`src/rtl/axis_arb_pkg.sv`:
```
`default_nettype none
// ============================================================================
//  Module      : axis_arb_pkg
//  Description : Shared types and constants for the packet-granular AXI-Stream
//                round-robin arbiter (axis_rr_arb, axis_rr_pick).
//                Contents: arb_state_t FSM encoding, MAX_PORTS upper bound,
//                ptr_width() helper sizing the last-winner pointer.
//  Revision    : 1.0 - initial release
// ============================================================================
package axis_arb_pkg;

    typedef enum logic {
        IDLE = 1'b0,
        PASS = 1'b1
    } arb_state_t;

    localparam int MAX_PORTS = 8;

    // Pointer width for a port index; a single-port build still gets one bit
    // so that no zero-width vectors appear anywhere.
    function automatic int ptr_width(input int n);
        return (n > 1) ? $clog2(n) : 1;
    endfunction

endpackage
`default_nettype wire

```
`src/rtl/axis_rr_pick.sv`:
```
`default_nettype none
// ============================================================================
//  Module      : axis_rr_pick
//  Description : Combinational rotating-priority encoder. Scans requests
//                starting at last_ptr+1 and wrapping modulo N_PORTS; returns
//                the first requester as a one-hot grant.
//  Ports       : req      in  N_PORTS  request vector
//                last_ptr in  PW       index of the previous winner
//                gnt      out N_PORTS  one-hot grant (0 when no request)
//                valid    out 1        at least one request present
//  Revision    : 1.0 - initial release
// ============================================================================
module axis_rr_pick
    import axis_arb_pkg::*;
#(
    parameter int N_PORTS = 4
) (
    input  logic [N_PORTS-1:0]            req,
    input  logic [ptr_width(N_PORTS)-1:0] last_ptr,
    output logic [N_PORTS-1:0]            gnt,
    output logic                          valid
);

    localparam int PW = ptr_width(N_PORTS);

    // One spare bit so last_ptr + k never overflows before the modulo fold.
    logic [PW:0]   w_pos;
    logic [PW-1:0] w_idx;

    always_comb begin
        gnt   = '0;
        valid = 1'b0;
        w_pos = '0;
        w_idx = '0;
        for (int k = 1; k <= N_PORTS; k++) begin
            w_pos = {1'b0, last_ptr} + (PW+1)'(k);
            if (w_pos >= (PW+1)'(N_PORTS)) begin
                w_pos = w_pos - (PW+1)'(N_PORTS);
            end
            w_idx = w_pos[PW-1:0];
            if (!valid && req[w_idx]) begin
                gnt[w_idx] = 1'b1;
                valid      = 1'b1;
            end
        end
    end

endmodule
`default_nettype wire

```
`src/rtl/axis_rr_arb.sv`:
```
`default_nettype none
// ============================================================================
//  Module      : axis_rr_arb
//  Description : Packet-granular round-robin arbiter sharing one AXI-Stream
//                slave among N_PORTS masters. A grant is taken in IDLE (one
//                bubble cycle) and held until the tlast handshake; the data
//                path is a zero-latency mux of the granted port.
//  Ports       : aclk, rst (sync, active-high)
//                s_tvalid/s_tready/s_tlast [N_PORTS], s_tdata [N_PORTS*DW]
//                m_tvalid/m_tready/m_tlast, m_tdata [DW]
//                grant [N_PORTS] one-hot registered, busy (state PASS)
//                pkt_cnt [N_PORTS*CW] completed packets per port (optional)
//  Options     : AXIS_ARB_PKTCNT_EN - adds per-port wrapping packet counters
//                and the pkt_cnt port.
//  Revision    : 1.0 - initial release
// ============================================================================
module axis_rr_arb
    import axis_arb_pkg::*;
#(
    parameter int N_PORTS = 4,
    parameter int DW      = 32,
    parameter int CW      = 16
) (
    input  logic                    aclk,
    input  logic                    rst,
    input  logic [N_PORTS-1:0]      s_tvalid,
    output logic [N_PORTS-1:0]      s_tready,
    input  logic [N_PORTS*DW-1:0]   s_tdata,
    input  logic [N_PORTS-1:0]      s_tlast,
    output logic                    m_tvalid,
    input  logic                    m_tready,
    output logic [DW-1:0]           m_tdata,
    output logic                    m_tlast,
    output logic [N_PORTS-1:0]      grant,
    output logic                    busy
`ifdef AXIS_ARB_PKTCNT_EN
    ,
    output logic [N_PORTS*CW-1:0]   pkt_cnt
`endif
);

    localparam int PW = ptr_width(N_PORTS);

    if (N_PORTS < 1 || N_PORTS > MAX_PORTS || CW < 1 || DW < 1) begin : g_bad_params
        $error("axis_rr_arb: parameter out of range");
    end

    arb_state_t         r_state;
    logic [N_PORTS-1:0] r_grant;
    logic [PW-1:0]      r_last_ptr;

    logic [N_PORTS-1:0] w_pick_gnt;
    logic               w_pick_valid;
    logic [PW-1:0]      w_gidx;
    logic               w_done;

    axis_rr_pick #(
        .N_PORTS (N_PORTS)
    ) u_pick (
        .req      (s_tvalid),
        .last_ptr (r_last_ptr),
        .gnt      (w_pick_gnt),
        .valid    (w_pick_valid)
    );

    // Index of the currently granted port, recorded as the new last winner.
    always_comb begin
        w_gidx = '0;
        for (int i = 0; i < N_PORTS; i++) begin
            if (r_grant[i]) begin
                w_gidx = PW'(i);
            end
        end
    end

    // Output mux; everything is quiet outside PASS so no beat moves in IDLE.
    always_comb begin
        m_tvalid = 1'b0;
        m_tdata  = '0;
        m_tlast  = 1'b0;
        s_tready = '0;
        if (r_state == PASS) begin
            for (int i = 0; i < N_PORTS; i++) begin
                if (r_grant[i]) begin
                    m_tvalid    = s_tvalid[i];
                    m_tdata     = s_tdata[i*DW +: DW];
                    m_tlast     = s_tlast[i];
                    s_tready[i] = m_tready;
                end
            end
        end
    end

    assign w_done = (r_state == PASS) && m_tvalid && m_tready && m_tlast;

    always_ff @(posedge aclk) begin
        if (rst) begin
            r_state    <= IDLE;
            r_grant    <= '0;
            r_last_ptr <= PW'(N_PORTS - 1);
        end else begin
            case (r_state)
                IDLE: begin
                    if (w_pick_valid) begin
                        r_grant <= w_pick_gnt;
                        r_state <= PASS;
                    end
                end
                PASS: begin
                    if (w_done) begin
                        r_last_ptr <= w_gidx;
                        r_grant    <= '0;
                        r_state    <= IDLE;
                    end
                end
                default: begin
                    r_grant <= '0;
                    r_state <= IDLE;
                end
            endcase
        end
    end

    assign grant = r_grant;
    assign busy  = (r_state == PASS);

`ifdef AXIS_ARB_PKTCNT_EN
    for (genvar gi = 0; gi < N_PORTS; gi++) begin : g_pktcnt
        logic [CW-1:0] r_cnt;

        // Free-running wrap at 2**CW-1 -> 0.
        always_ff @(posedge aclk) begin
            if (rst) begin
                r_cnt <= '0;
            end else if (w_done && r_grant[gi]) begin
                r_cnt <= r_cnt + 1'b1;
            end
        end

        assign pkt_cnt[gi*CW +: CW] = r_cnt;
    end
`endif

endmodule
`default_nettype wire

```
`config.mk`:
```
export PLATFORM = sky130hd
export DESIGN_NAME = axis_rr_arb
export DESIGN_NICKNAME = d
export VERILOG_FILES = /design/src/rtl/axis_arb_pkg.sv /design/src/rtl/axis_rr_pick.sv /design/src/rtl/axis_rr_arb.sv
export SDC_FILE = /design/constraint.sdc
export NUM_CORES = 1
export LEC_CHECK = 0
export ABC_CLOCK_PERIOD_IN_PS = 6500
export CORE_MARGIN = 1
export CORE_UTILIZATION = 30
export CTS_CLUSTER_SIZE = 24
export DETAILED_ROUTE_END_ITERATION = 8
export GPL_TIMING_DRIVEN = 1
export HOLD_SLACK_MARGIN = 0.08
export PLACE_DENSITY = 0.87
export SLEW_MARGIN = 5
export SYNTH_ARGS = -nofsm -noshare
export SYNTH_HDL_FRONTEND = slang
export SYNTH_HIERARCHICAL = 1
export SYNTH_SLANG_ARGS = --single-unit
```
`constraint.sdc`:
```
create_clock -name aclk -period 6.5 [get_ports aclk]
set_input_delay 1.625 -clock aclk [delete_from_list [all_inputs] [get_ports aclk]]
set_output_delay 1.625 -clock aclk [all_outputs]
set_load 0.1 [all_outputs]
```
==> results.ini <==
[status]
run_status = finished clean

[floorplan]
num_io_pins = 182
row_count = 26
chipWidth_um = 75.6
initial_core_util_pct = 31.4
core_area_sq_mm = 0.00517
dieArea_sq_mm = 0.00571
die_h_um = 75.6

[min_path]
hold_path_end = grant[0]$_SDFFE_PP0P_
timing.hold.worst.class = flop to flop
worst_hold_startpoint = grant[0]$_SDFFE_PP0P_
hold_path_depth = 2

[setup_path]
r2r_start = grant[3]$_SDFFE_PP0P_
critical_path.most_common_cell = sky130_fd_sc_hd__clkdlybuf4s50_1
cp_cell_sequence = clkdlybuf4s50_1 > a221o_1 > o211ai_1 > a21oi_1 > clkdlybuf4s50_1
critical-path-max-stage-delay_ps = 1150
top_fanout_value_on_the_critical_path = 1
timing.critical_path.from_type = input pin
rrSetupSlack_ps = 3890
critical_path_data_required_time_ps = 4880
crit_path_top_delay_cell = sky130_fd_sc_hd__clkdlybuf4s50_1
ff2ff_path_depth = 4
worst-setup-path-type = input pin to output pin
worstReg2RegEnd = grant[0]$_SDFFE_PP0P_
cp.arrival_ps = 3650
critical_path.endpoint_type = output pin

[route]
drt_first_pass_iters = 4
num_vias = 2625
wire_per_inst_um = 18.1
remaining_drc_errors = 0
routed_wirelength_um = 8330
ant_nets = 0
drtIter0Drc = 222
avgViaCountPerCell = 5.71

[sta]
setup_slack_ps = 1230
timing.setup.tns_ps = 0
layout_min_cycle_time_ps = 5270
clock-skew-final_ps = 3.94
setup-violations-final = 0
maxSlewHeadroom_pct = 32.9
worst_slew_pin_slew_ps = 1000
max_freq_mhz = 190
final_hold_vio_count = 0
post-route-period-util_pct = 81.1
timing_max_transition_violations_final = 0
rsz0062_at_grt = false

[yosys]
synth_enable_flop_cells = 0
synthesis.area_per_instance_sq_um = 7.24
ys_dominant_reg_cell = sky130_fd_sc_hd__dfxtp_1
synthAdderAreaFrac_pct = 6.17
seq_area_frac_synth_pct = 8.64
synth_compound_gate_area_share_pct = 44.4
yosys.area_share.simple_pct = 23.4
synth.mux.area_fraction_pct = 9.18
synthCells = 224
asyncSetResetFlopFracSynth_pct = 0
mappedNetlistNets = 371
ys.warnings.count = 6
xor_and_xnor_fraction_of_the_mapped_netlist_area_pct = 0
dominant_combinational_cell_family_by_area_after_synthesis = compound AO/OA/AOI/OAI gates
ys_ff_latch = 7
synth_cell_types = 36
post_synth_instance_area_sq_mm = 0.00162

[finish]
layout.cells.most_common = sky130_fd_sc_hd__clkdlybuf4s50_1
fin_util_pct = 67.3
synthToLayoutAreaGrowth_pct = 115
n_antenna_cell = 0
nets = 538
drive_above_1_share_pct = 5.64
layout_common_cells = sky130_fd_sc_hd__clkdlybuf4s50_1 (174), sky130_fd_sc_hd__nor3_1 (25), sky130_fd_sc_hd__o22ai_1 (23), sky130_fd_sc_hd__a221oi_1 (22), sky130_fd_sc_hd__nand2_1 (18)
layout.filler_cells = 463

[clock_tree]
cts-root-to-sink-buffers = 2
clock_buffers_created_by_tritoncts = 3
cts_hold_buffers = 0
clockRootBuffer = sky130_fd_sc_hd__clkbuf_8
clk_latency_ps = 220
cts_max_level = 1
cts_tree = yes
tritoncts_num_sinks = 7
post_cts_buffers = 0
cts.repair.resized = 0
clk_transition_reported_paths_ps = 40

[grt]
grt_pass1_vias = 2462
grt_antenna_before_repair = 0
pin_count_of_the_biggest_net_entering_global_routing = 40
grt-ovfl-total = 0
first_pass_grt_wire_length_um = 11800
groute.usage.overall_pct = 27.0

[pwr]
p_per_area_mw_per_mm2 = 115
p_leak_nw = 1.24
ir_worst_vdd_mv = 0.0829

[placed_design]
detailedPlace.worstSlack_ps = 1250
dp_hpwl_um = 6470
port_buffers = 181
gpl.final_weighted_congestion = 0.798

[job]
cap_viol_max_count = 0

-- routing by layer --
| layer | part of all wire (%) | wire, um | GRT usage [%] |
|---|---|---|---|
| met2 | 49 | 4100 | 47.1 |
| met1 | 40 | 3330 | 33.1 |
| met5 | 0 | 0 | 0 |
| met4 | 2.0 | 169 | 6.79 |
| met3 | 8.7 | 728 | 7.01 |
-- cell families after synthesis --
kind of cell | count (synthesis)
simple gates | 73
compound gates | 91
mux | 13
fa+ha+maj | 8
buf+inv | 32
flops | 7
-- metrics by stage --
stage | instances | hold slack (ps) | cell area [sq um] | total power, W
global placement | 456 | 578 | 3440 | 0.000337
finish | 460 | 580 | 3480 | 0.000400
floorplan | 224 | 559 | 1620 | 0.000213
global route | 460 | 612 | 3480 | 0.000421
detailed placement | 456 | 573 | 3440 | 0.000339
CTS | 460 | 581 | 3480 | 0.000401
-- critical path, delay by kind of cell --
kind | cells | cell delay, ps
AOI/OAI and AO/OA | 3 | 410
buffers and inverters | 2 | 1620
-- Yosys cell counts (2+ instances only) --
| master | count | area (sq um) |
|---|---|---|
| sky130_fd_sc_hd__nand2_1 | 18 | 67.6 |
| sky130_fd_sc_hd__a221oi_1 | 22 | 193 |
| sky130_fd_sc_hd__o211ai_1 | 10 | 75.1 |
| sky130_fd_sc_hd__inv_1 | 7 | 26.3 |
| sky130_fd_sc_hd__a21oi_1 | 11 | 55.1 |
| sky130_fd_sc_hd__ha_1 | 8 | 100 |
| sky130_fd_sc_hd__nand2b_1 | 3 | 18.8 |
| sky130_fd_sc_hd__nor3_1 | 25 | 125 |
| sky130_fd_sc_hd__o21ai_0 | 3 | 15.0 |
| sky130_fd_sc_hd__nor2_1 | 7 | 26.3 |
| sky130_fd_sc_hd__clkbuf_1 | 18 | 67.6 |
| sky130_fd_sc_hd__o41ai_1 | 2 | 17.5 |
| sky130_fd_sc_hd__nand3b_1 | 8 | 60.1 |
| sky130_fd_sc_hd__mux2i_1 | 10 | 100 |
| sky130_fd_sc_hd__and3_1 | 2 | 12.5 |
| sky130_fd_sc_hd__a2111o_1 | 2 | 22.5 |
| sky130_fd_sc_hd__o22ai_1 | 23 | 144 |
| sky130_fd_sc_hd__buf_2 | 4 | 20.0 |
| sky130_fd_sc_hd__nand4_1 | 2 | 12.5 |
| sky130_fd_sc_hd__nor2b_1 | 3 | 18.8 |
| sky130_fd_sc_hd__mux2_2 | 2 | 22.5 |
| sky130_fd_sc_hd__a221o_1 | 14 | 140 |
| sky130_fd_sc_hd__dfxtp_1 | 7 | 140 |
-- how the worst max path moves through the flow --
stage / slack [ps] / end / from
finish: 1230 / m_tdata[10] / s_tdata[42]
global route: 1140 / m_tdata[2] / s_tdata[34]
detailed placement: 1250 / m_tdata[10] / s_tdata[42]
global placement: 1270 / m_tdata[11] / s_tdata[43]
CTS: 1240 / m_tdata[10] / s_tdata[42]
floorplan: 840 / m_tdata[0] / grant[1]$_SDFFE_PP0P_
-- registers in the layout, indices dropped and copies added (netlist names) --
name	cells
r_last_ptr	2
busy	1
grant	4
-- area by class of cell --
cell class	instances	area [sq um]	share of cell area (%)
clock buffers	4	45.0	1.29
inverters	9	33.8	0.970
multi-input cells	185	1350	38.8
flip-flops and latches	7	140	4.02
well taps	70	87.6	2.51
repair buffers	185	1820	52.4
-- where the power goes --
group | switching, W | leakage [nW] | internal [W]
registers | 0.00000338 | 0.0572 | 0.0000447
clock network | 0.0000179 | 0.0228 | 0.0000424
logic | 0.000168 | 1.16 | 0.000124
Note: power is estimated with default switching activity, not from simulation.
